===== src/rtl/rmgmt_ext_decode_if.sv =====
// rtl/rmgmt_ext_decode_if.sv - RISC-MGMT decode-stage interface between core and extension
interface rmgmt_ext_decode_if;
    logic [31:0] insn;
    logic        insn_valid;
    logic        stall;
    logic        flush;
    logic        insn_claim;
    logic        bubble_req;
    logic [4:0]  rsel_s_0;
    logic [4:0]  rsel_s_1;
    logic [4:0]  rsel_d;

    // Core side: presents the decode-stage instruction and pipeline control
    modport master (
        output insn, insn_valid, stall, flush,
        input  insn_claim, bubble_req, rsel_s_0, rsel_s_1, rsel_d
    );

    // Extension side: claims custom instructions and raises hazards
    modport slave (
        input  insn, insn_valid, stall, flush,
        output insn_claim, bubble_req, rsel_s_0, rsel_s_1, rsel_d
    );
endinterface


===== src/rtl/rmgmt_ext_decode.sv =====
// rtl/rmgmt_ext_decode.sv - extension decode unit: claim, hazard bubbles, single in-flight op tracking
module rmgmt_ext_decode #(
    parameter logic [6:0] OPCODE  = 7'b0001011,
    parameter int         LATENCY = 4
) (
    input  logic                 CLK,
    input  logic                 nRST,
    rmgmt_ext_decode_if.slave    bus,
    output logic                 dec_valid,
    output logic [2:0]           dec_funct3,
    output logic [6:0]           dec_funct7,
    output logic [4:0]           dec_rd,
    output logic                 done,
    output logic [4:0]           done_rd
);
    typedef enum logic {IDLE, BUSY} state_t;

    localparam logic [3:0] LAT = 4'(LATENCY);

    state_t     state;
    state_t     state_next;
    logic [3:0] cnt;
    logic [4:0] busy_rd;
    logic       match;
    logic       raw_hit;
    logic       accept;

    logic [4:0] rs1;
    logic [4:0] rs2;
    logic [4:0] rd;

    assign rs1   = bus.insn[19:15];
    assign rs2   = bus.insn[24:20];
    assign rd    = bus.insn[11:7];
    assign match = bus.insn_valid & (bus.insn[6:0] == OPCODE);

    // RAW check is format-agnostic: any valid instruction whose source fields hit the tracked rd
    assign raw_hit = bus.insn_valid & (busy_rd != 5'd0) & ((rs1 == busy_rd) | (rs2 == busy_rd));

    assign bus.insn_claim = match;
    assign bus.rsel_s_0   = match ? rs1 : 5'd0;
    assign bus.rsel_s_1   = match ? rs2 : 5'd0;
    assign bus.rsel_d     = match ? rd  : 5'd0;
    assign done_rd        = done ? busy_rd : 5'd0;

    // State register
    always_ff @(posedge CLK or negedge nRST) begin
        if (!nRST) state <= IDLE;
        else       state <= state_next;
    end

    // Next-state: leave BUSY on the edge that ends the done cycle
    always_comb begin
        state_next = state;
        case (state)
            IDLE:    if (accept) state_next = BUSY;
            BUSY:    if (cnt == 4'd1) state_next = IDLE;
            default: state_next = IDLE;
        endcase
    end

    // Outputs: hazards only exist while an operation is in flight
    always_comb begin
        bus.bubble_req = 1'b0;
        done           = 1'b0;
        if (state == BUSY) begin
            bus.bubble_req = match | raw_hit;
            done           = (cnt == 4'd1);
        end
        accept = match & ~bus.bubble_req & ~bus.stall & ~bus.flush;
    end

    // Countdown and tracked destination; runs regardless of stall/flush
    always_ff @(posedge CLK or negedge nRST) begin
        if (!nRST) begin
            cnt     <= 4'd0;
            busy_rd <= 5'd0;
        end else if (accept) begin
            cnt     <= LAT;
            busy_rd <= rd;
        end else if (state == BUSY) begin
            cnt     <= cnt - 4'd1;
        end
    end

    // Registered issue port; fields hold until the next accept
    always_ff @(posedge CLK or negedge nRST) begin
        if (!nRST) begin
            dec_valid  <= 1'b0;
            dec_funct3 <= 3'd0;
            dec_funct7 <= 7'd0;
            dec_rd     <= 5'd0;
        end else begin
            dec_valid <= accept;
            if (accept) begin
                dec_funct3 <= bus.insn[14:12];
                dec_funct7 <= bus.insn[31:25];
                dec_rd     <= rd;
            end
        end
    end
endmodule


===== src/flat_wrapper.sv =====
// flat-port wrapper written by rule: the top's interface ports become plain ports
module rmgmt_ext_decode_flat 
#(
    parameter logic [6:0] OPCODE  = 7'b0001011,
    parameter int         LATENCY = 4
)
  (CLK, nRST, dec_valid, dec_funct3, dec_funct7, dec_rd, done, done_rd, bus_insn, bus_insn_valid, bus_stall, bus_flush, bus_insn_claim, bus_bubble_req, bus_rsel_s_0, bus_rsel_s_1, bus_rsel_d);
  rmgmt_ext_decode_if bus_i ();
  input  logic CLK;
  input  logic nRST;
  output logic dec_valid;
  output logic [2:0] dec_funct3;
  output logic [6:0] dec_funct7;
  output logic [4:0] dec_rd;
  output logic done;
  output logic [4:0] done_rd;
  input wire logic [$bits(bus_i.insn)-1:0] bus_insn;
  input wire logic [$bits(bus_i.insn_valid)-1:0] bus_insn_valid;
  input wire logic [$bits(bus_i.stall)-1:0] bus_stall;
  input wire logic [$bits(bus_i.flush)-1:0] bus_flush;
  output wire logic [$bits(bus_i.insn_claim)-1:0] bus_insn_claim;
  output wire logic [$bits(bus_i.bubble_req)-1:0] bus_bubble_req;
  output wire logic [$bits(bus_i.rsel_s_0)-1:0] bus_rsel_s_0;
  output wire logic [$bits(bus_i.rsel_s_1)-1:0] bus_rsel_s_1;
  output wire logic [$bits(bus_i.rsel_d)-1:0] bus_rsel_d;
  assign bus_i.insn = bus_insn;
  assign bus_i.insn_valid = bus_insn_valid;
  assign bus_i.stall = bus_stall;
  assign bus_i.flush = bus_flush;
  assign bus_insn_claim = bus_i.insn_claim;
  assign bus_bubble_req = bus_i.bubble_req;
  assign bus_rsel_s_0 = bus_i.rsel_s_0;
  assign bus_rsel_s_1 = bus_i.rsel_s_1;
  assign bus_rsel_d = bus_i.rsel_d;
  rmgmt_ext_decode #(.OPCODE(OPCODE), .LATENCY(LATENCY)) u_core (.CLK(CLK), .nRST(nRST), .bus(bus_i), .dec_valid(dec_valid), .dec_funct3(dec_funct3), .dec_funct7(dec_funct7), .dec_rd(dec_rd), .done(done), .done_rd(done_rd));
endmodule

===== config.mk =====
export PLATFORM = sky130hd
export DESIGN_NAME = rmgmt_ext_decode_flat
export DESIGN_NICKNAME = d
export VERILOG_FILES = /design/src/rtl/rmgmt_ext_decode_if.sv /design/src/rtl/rmgmt_ext_decode.sv /design/src/flat_wrapper.sv
export SDC_FILE = /design/constraint.sdc
export NUM_CORES = 1
export LEC_CHECK = 0
export BUFFER_PORTS_ARGS = -buffer_cell sky130_fd_sc_hd__buf_2
export CORE_MARGIN = 10
export CORE_UTILIZATION = 45
export DETAILED_ROUTE_END_ITERATION = 7
export GPL_TIMING_DRIVEN = 1
export PLACE_DENSITY = 0.95
export SETUP_SLACK_MARGIN = 0.02
export SLEW_MARGIN = 20
export SYNTH_ARGS = -nofsm -noshare
export SYNTH_HDL_FRONTEND = slang
export SYNTH_SLANG_ARGS = --single-unit
export TNS_END_PERCENT = 10

===== constraint.sdc =====
create_clock -name CLK -period 3.65 [get_ports CLK]
set_input_delay 0 -clock CLK [delete_from_list [all_inputs] [get_ports CLK]]
set_output_delay 0 -clock CLK [all_outputs]
set_load 0.01 [all_outputs]

==> results.txt <==
The final instance area is 0.001750 mm^2. The non-filler instance count after layout is 255. The share of the cycle needed by the critical path after routing came out at 49.69%. The most common cell in the synthesized netlist is sky130_fd_sc_hd__nand2_1. The most common flop cell mapped by yosys is sky130_fd_sc_hd__dfrtp_1.

The tool flagged a number of max-cap violations equal to 0. Counting tap cells, the placed design contains a total of 235 instances. At the later pin of the worst-skew pair, clock insertion delay measures 0.30 ns. Yosys attributes the largest share of cell area to sky130_fd_sc_hd__dfrtp_1 44%, sky130_fd_sc_hd__nand2_1 17%, sky130_fd_sc_hd__and3_1 8.5%, sky130_fd_sc_hd__xor2_1 8.2%, sky130_fd_sc_hd__and2_1 3.2%. The effective utilization at floorplan came out at 47.25%. The sequential-to-total area share from yosys stat came out at 44.49%. The minimum clock period after layout came out at 1.814 ns. Synthesis produced a netlist with a net count of 175.

The share of cells above drive strength 1 is 37.33%. The maximum fanout along the worst path came out at 19. The count of state elements after synthesis is 21. The number of global-route vias before repair is 1,306. The all-layer global routing usage is 14.96%. The smallest hold slack is 0.1319 ns.

The final core utilization came out at 70.02%. The power density relative to cell area is 306.6 mW/mm^2. The first global-routing pass estimated 6327 um of wire. The worst-case IR drop observed on VDD is 0.0002352 V. The DRC violations left came out at 0. The count of synthesis-stage warnings from yosys is 0. The path depth of the worst reg2reg path came out at 5. Setup repair after global routing left no endpoint under its margin. The number of instances resized during post-cts repair came out at 0.

The number of antenna violations at the first check in global routing was 0. Dividing the detail-routed wire length by the instance count gives 15.67 um. Compared with the post-synthesis result, the final layout area differs by 48.20%.

The count of buffers from port buffering came out at 75. The data required time at the worst endpoint is 3.85 ns. The maximum clock path buffer count is 2. The sum of negative setup slack came out at 0 ns. Clock tree synthesis selected as its root buffer the cell sky130_fd_sc_hd__clkbuf_4. The core area is 0.002500 mm^2. Summed over all layers, the routed wires come to 3997 um. Routability-driven placement finished with a final weighted congestion of 0.8669. The cell area after placement came out at 0.001563 mm^2. The commonest cells after synthesis are 52 x sky130_fd_sc_hd__nand2_1, 21 x sky130_fd_sc_hd__dfrtp_1, 16 x sky130_fd_sc_hd__and3_1.

The hold violation count in the final report came out at 0. The largest net degree at the start of global routing came out at 22. For this run the aggregate overflow at the end of global routing stands at 0.

Net switching is 29.98% of the power. The flow ran to the end, and the final reports show no timing, DRC or antenna violations. The mapped cell area is 0.001181 mm^2. The DRC violation total after the first TritonRoute iteration came out at 66. The pre-CTS setup slack is 1.820 ns. The worst-margin pin slew came out at 0.7211 ns. The TritonCTS sink count came out at 21. The largest total area in the synthesized netlist belongs to sky130_fd_sc_hd__dfrtp_1. The class of the most critical setup path is reg2reg.

The total setup violations reported at the end of the flow came out at 0. In the final design database the tool counted 265 nets. TritonCTS built the clock tree. Across all layers, the routed design uses 1,273 vias. STA classifies the critical path endpoint as a flop. The overall die area is 0.005074 mm^2.

The buffer count from post-CTS setup fixing is 0. The share of total power in the clock network is 20.5%. The number of antenna cells inserted came out at 0.

The number of enable-type register cells in the synthesized netlist is 0. Clock skew on the completed layout was measured at 0.002531 ns. The first-pass detailed-route iteration total is 4.

The data arrival time of the critical path came out at 2.01 ns. In this run, the combinational gates consume 25.1% of the power. The slack of the critical path came out at 1.836 ns.

After legalization and detailed placement, the total HPWL measured 2968 um. The top achievable clock speed came out at 551.4 MHz. The horizontal die dimension is 71.23 um. For this design, the CTS-stage hold fixing added 16 buffers. The remaining number of nets flagged by the antenna check after routing came out at 0. In this run the static leakage power is 1.126 nW. The count of different cell masters after synthesis came out at 25. The placement row count is 18. The number of vias per cell after detailed routing came out at 4.992. The sequential share of power came out at 54.4%. The clock slew seen by the registers of the worst setup and hold paths is 0.11 ns. The worst max-slew margin expressed relative to the limit came out at 51.72%.

The number of max-slew violations in the final report is 0. The mean instance size in the synthesized netlist came out at 8.685 um^2. The post-synthesis cell count is 136. The path class of the tightest hold or removal check is in2reg.

The internal portion of the total power is 375.8 uW. The hold path depth came out at 4. The area share of the leading cell type in the synthesized netlist came out at 44.49%. The number of I/O pins is 76. The worst setup path is launched from a flop. The async set-or-reset flop fraction in the synthesized netlist is 100.0%. The reg-to-reg setup timing slack came out at 1.84 ns. In this run the number of H-tree levels came out at 1. The number of clock buffers inserted by TritonCTS came out at 3.

The net switching power came out at 160.9 uW. The overall power after layout came out at 536.7 uW. The die is 71.23 um tall.
## layout make-up
class | count | area, um^2
fillers | 208 | 749.5
multi-input cells | 106 | 611.8
repair buffers | 91 | 535.5
flip-flops and latches | 21 | 525.5
well taps | 30 | 37.54
clock buffers | 3 | 22.52
inverters | 3 | 12.51
clock inverters | 1 | 5.005
## critical path: stages (launching register included)
cell and delay [ns]:
sky130_fd_sc_hd__dfrtp_1 0.51, sky130_fd_sc_hd__nor3_1 0.35, sky130_fd_sc_hd__nand3_4 0.25, sky130_fd_sc_hd__clkinv_2 0.29, sky130_fd_sc_hd__nor2_2 0.05, sky130_fd_sc_hd__mux2_4 0.26
## metal layers
metal  global-route usage, %  part of all wire, %  vias to the layer above
li1                        -                    -                      620
met4                   4.086                 0.63                        0
met3                   7.438                   14                        4
met1                   17.14                   40                      568
met2                   24.12                   46                       81
met5                       0                    0                        -
## sequential cells by signal, summed over array words and instances, names as in the netlist
name	count
u_core.dec_funct7	7
u_core.dec_valid	1
u_core.busy_rd	5
u_core.state	1
u_core.dec_funct3	3
u_core.cnt	4
## path summary, 6_finish.rpt
check | from | endpoint
worst min-delay path | bus_flush | u_core.cnt[2]
worst min register to register | u_core.dec_funct7[4] | u_core.dec_funct7[4]
max in group asynchronous | nRST | u_core.dec_funct7[5]
worst max register to register | u_core.state | u_core.cnt[0]
min in group asynchronous | nRST | u_core.dec_funct3[1]
worst max-delay path | u_core.state | u_core.cnt[0]
## power groups by stage
stage / clock, mW / combinational [mW] / sequential [mW]
5_1_grt: 0.126 / 0.152 / 0.298
6_report: 0.110 / 0.135 / 0.292
2_1_floorplan: 0 / 0.0818 / 0.286
4_1_cts: 0.114 / 0.136 / 0.292
3_5_place_dp: 0 / 0.122 / 0.296
3_3_place_gp: 0 / 0.117 / 0.294
## logic make-up after synthesis
group                      Yosys count  share of synthesized area (%)
DFF                                 21                          44.49
and+or+nand+nor                     87                          36.97
muxes                                2                          2.118
AOI/OAI and AO/OA                    3                          1.695
xor gates and xnor gates            12                          8.898
buffers and inverters                9                          3.707
adders and majority gates            2                          2.118
## placed cells by master, fill, tap and decap left out, drive strengths merged
| cell | instances |
|---|---|
| buf | 75 |
| inv | 2 |
| and3 | 16 |
| xor2 | 11 |
| nor2 | 5 |
| o21ai | 1 |
| nand2 | 52 |
| ha | 2 |
| mux2 | 1 |
| o211ai | 1 |
| clkinv | 2 |
| or4 | 1 |
| dlygate4sd3 | 16 |
| mux2i | 1 |
| nand3 | 1 |
| xnor2 | 1 |
| and4b | 1 |
| nor4b | 2 |
| a22oi | 1 |
| clkbuf | 3 |
| and2 | 6 |
| dfrtp | 21 |
| nor3 | 3 |
Power figures use the tool's default switching activity.
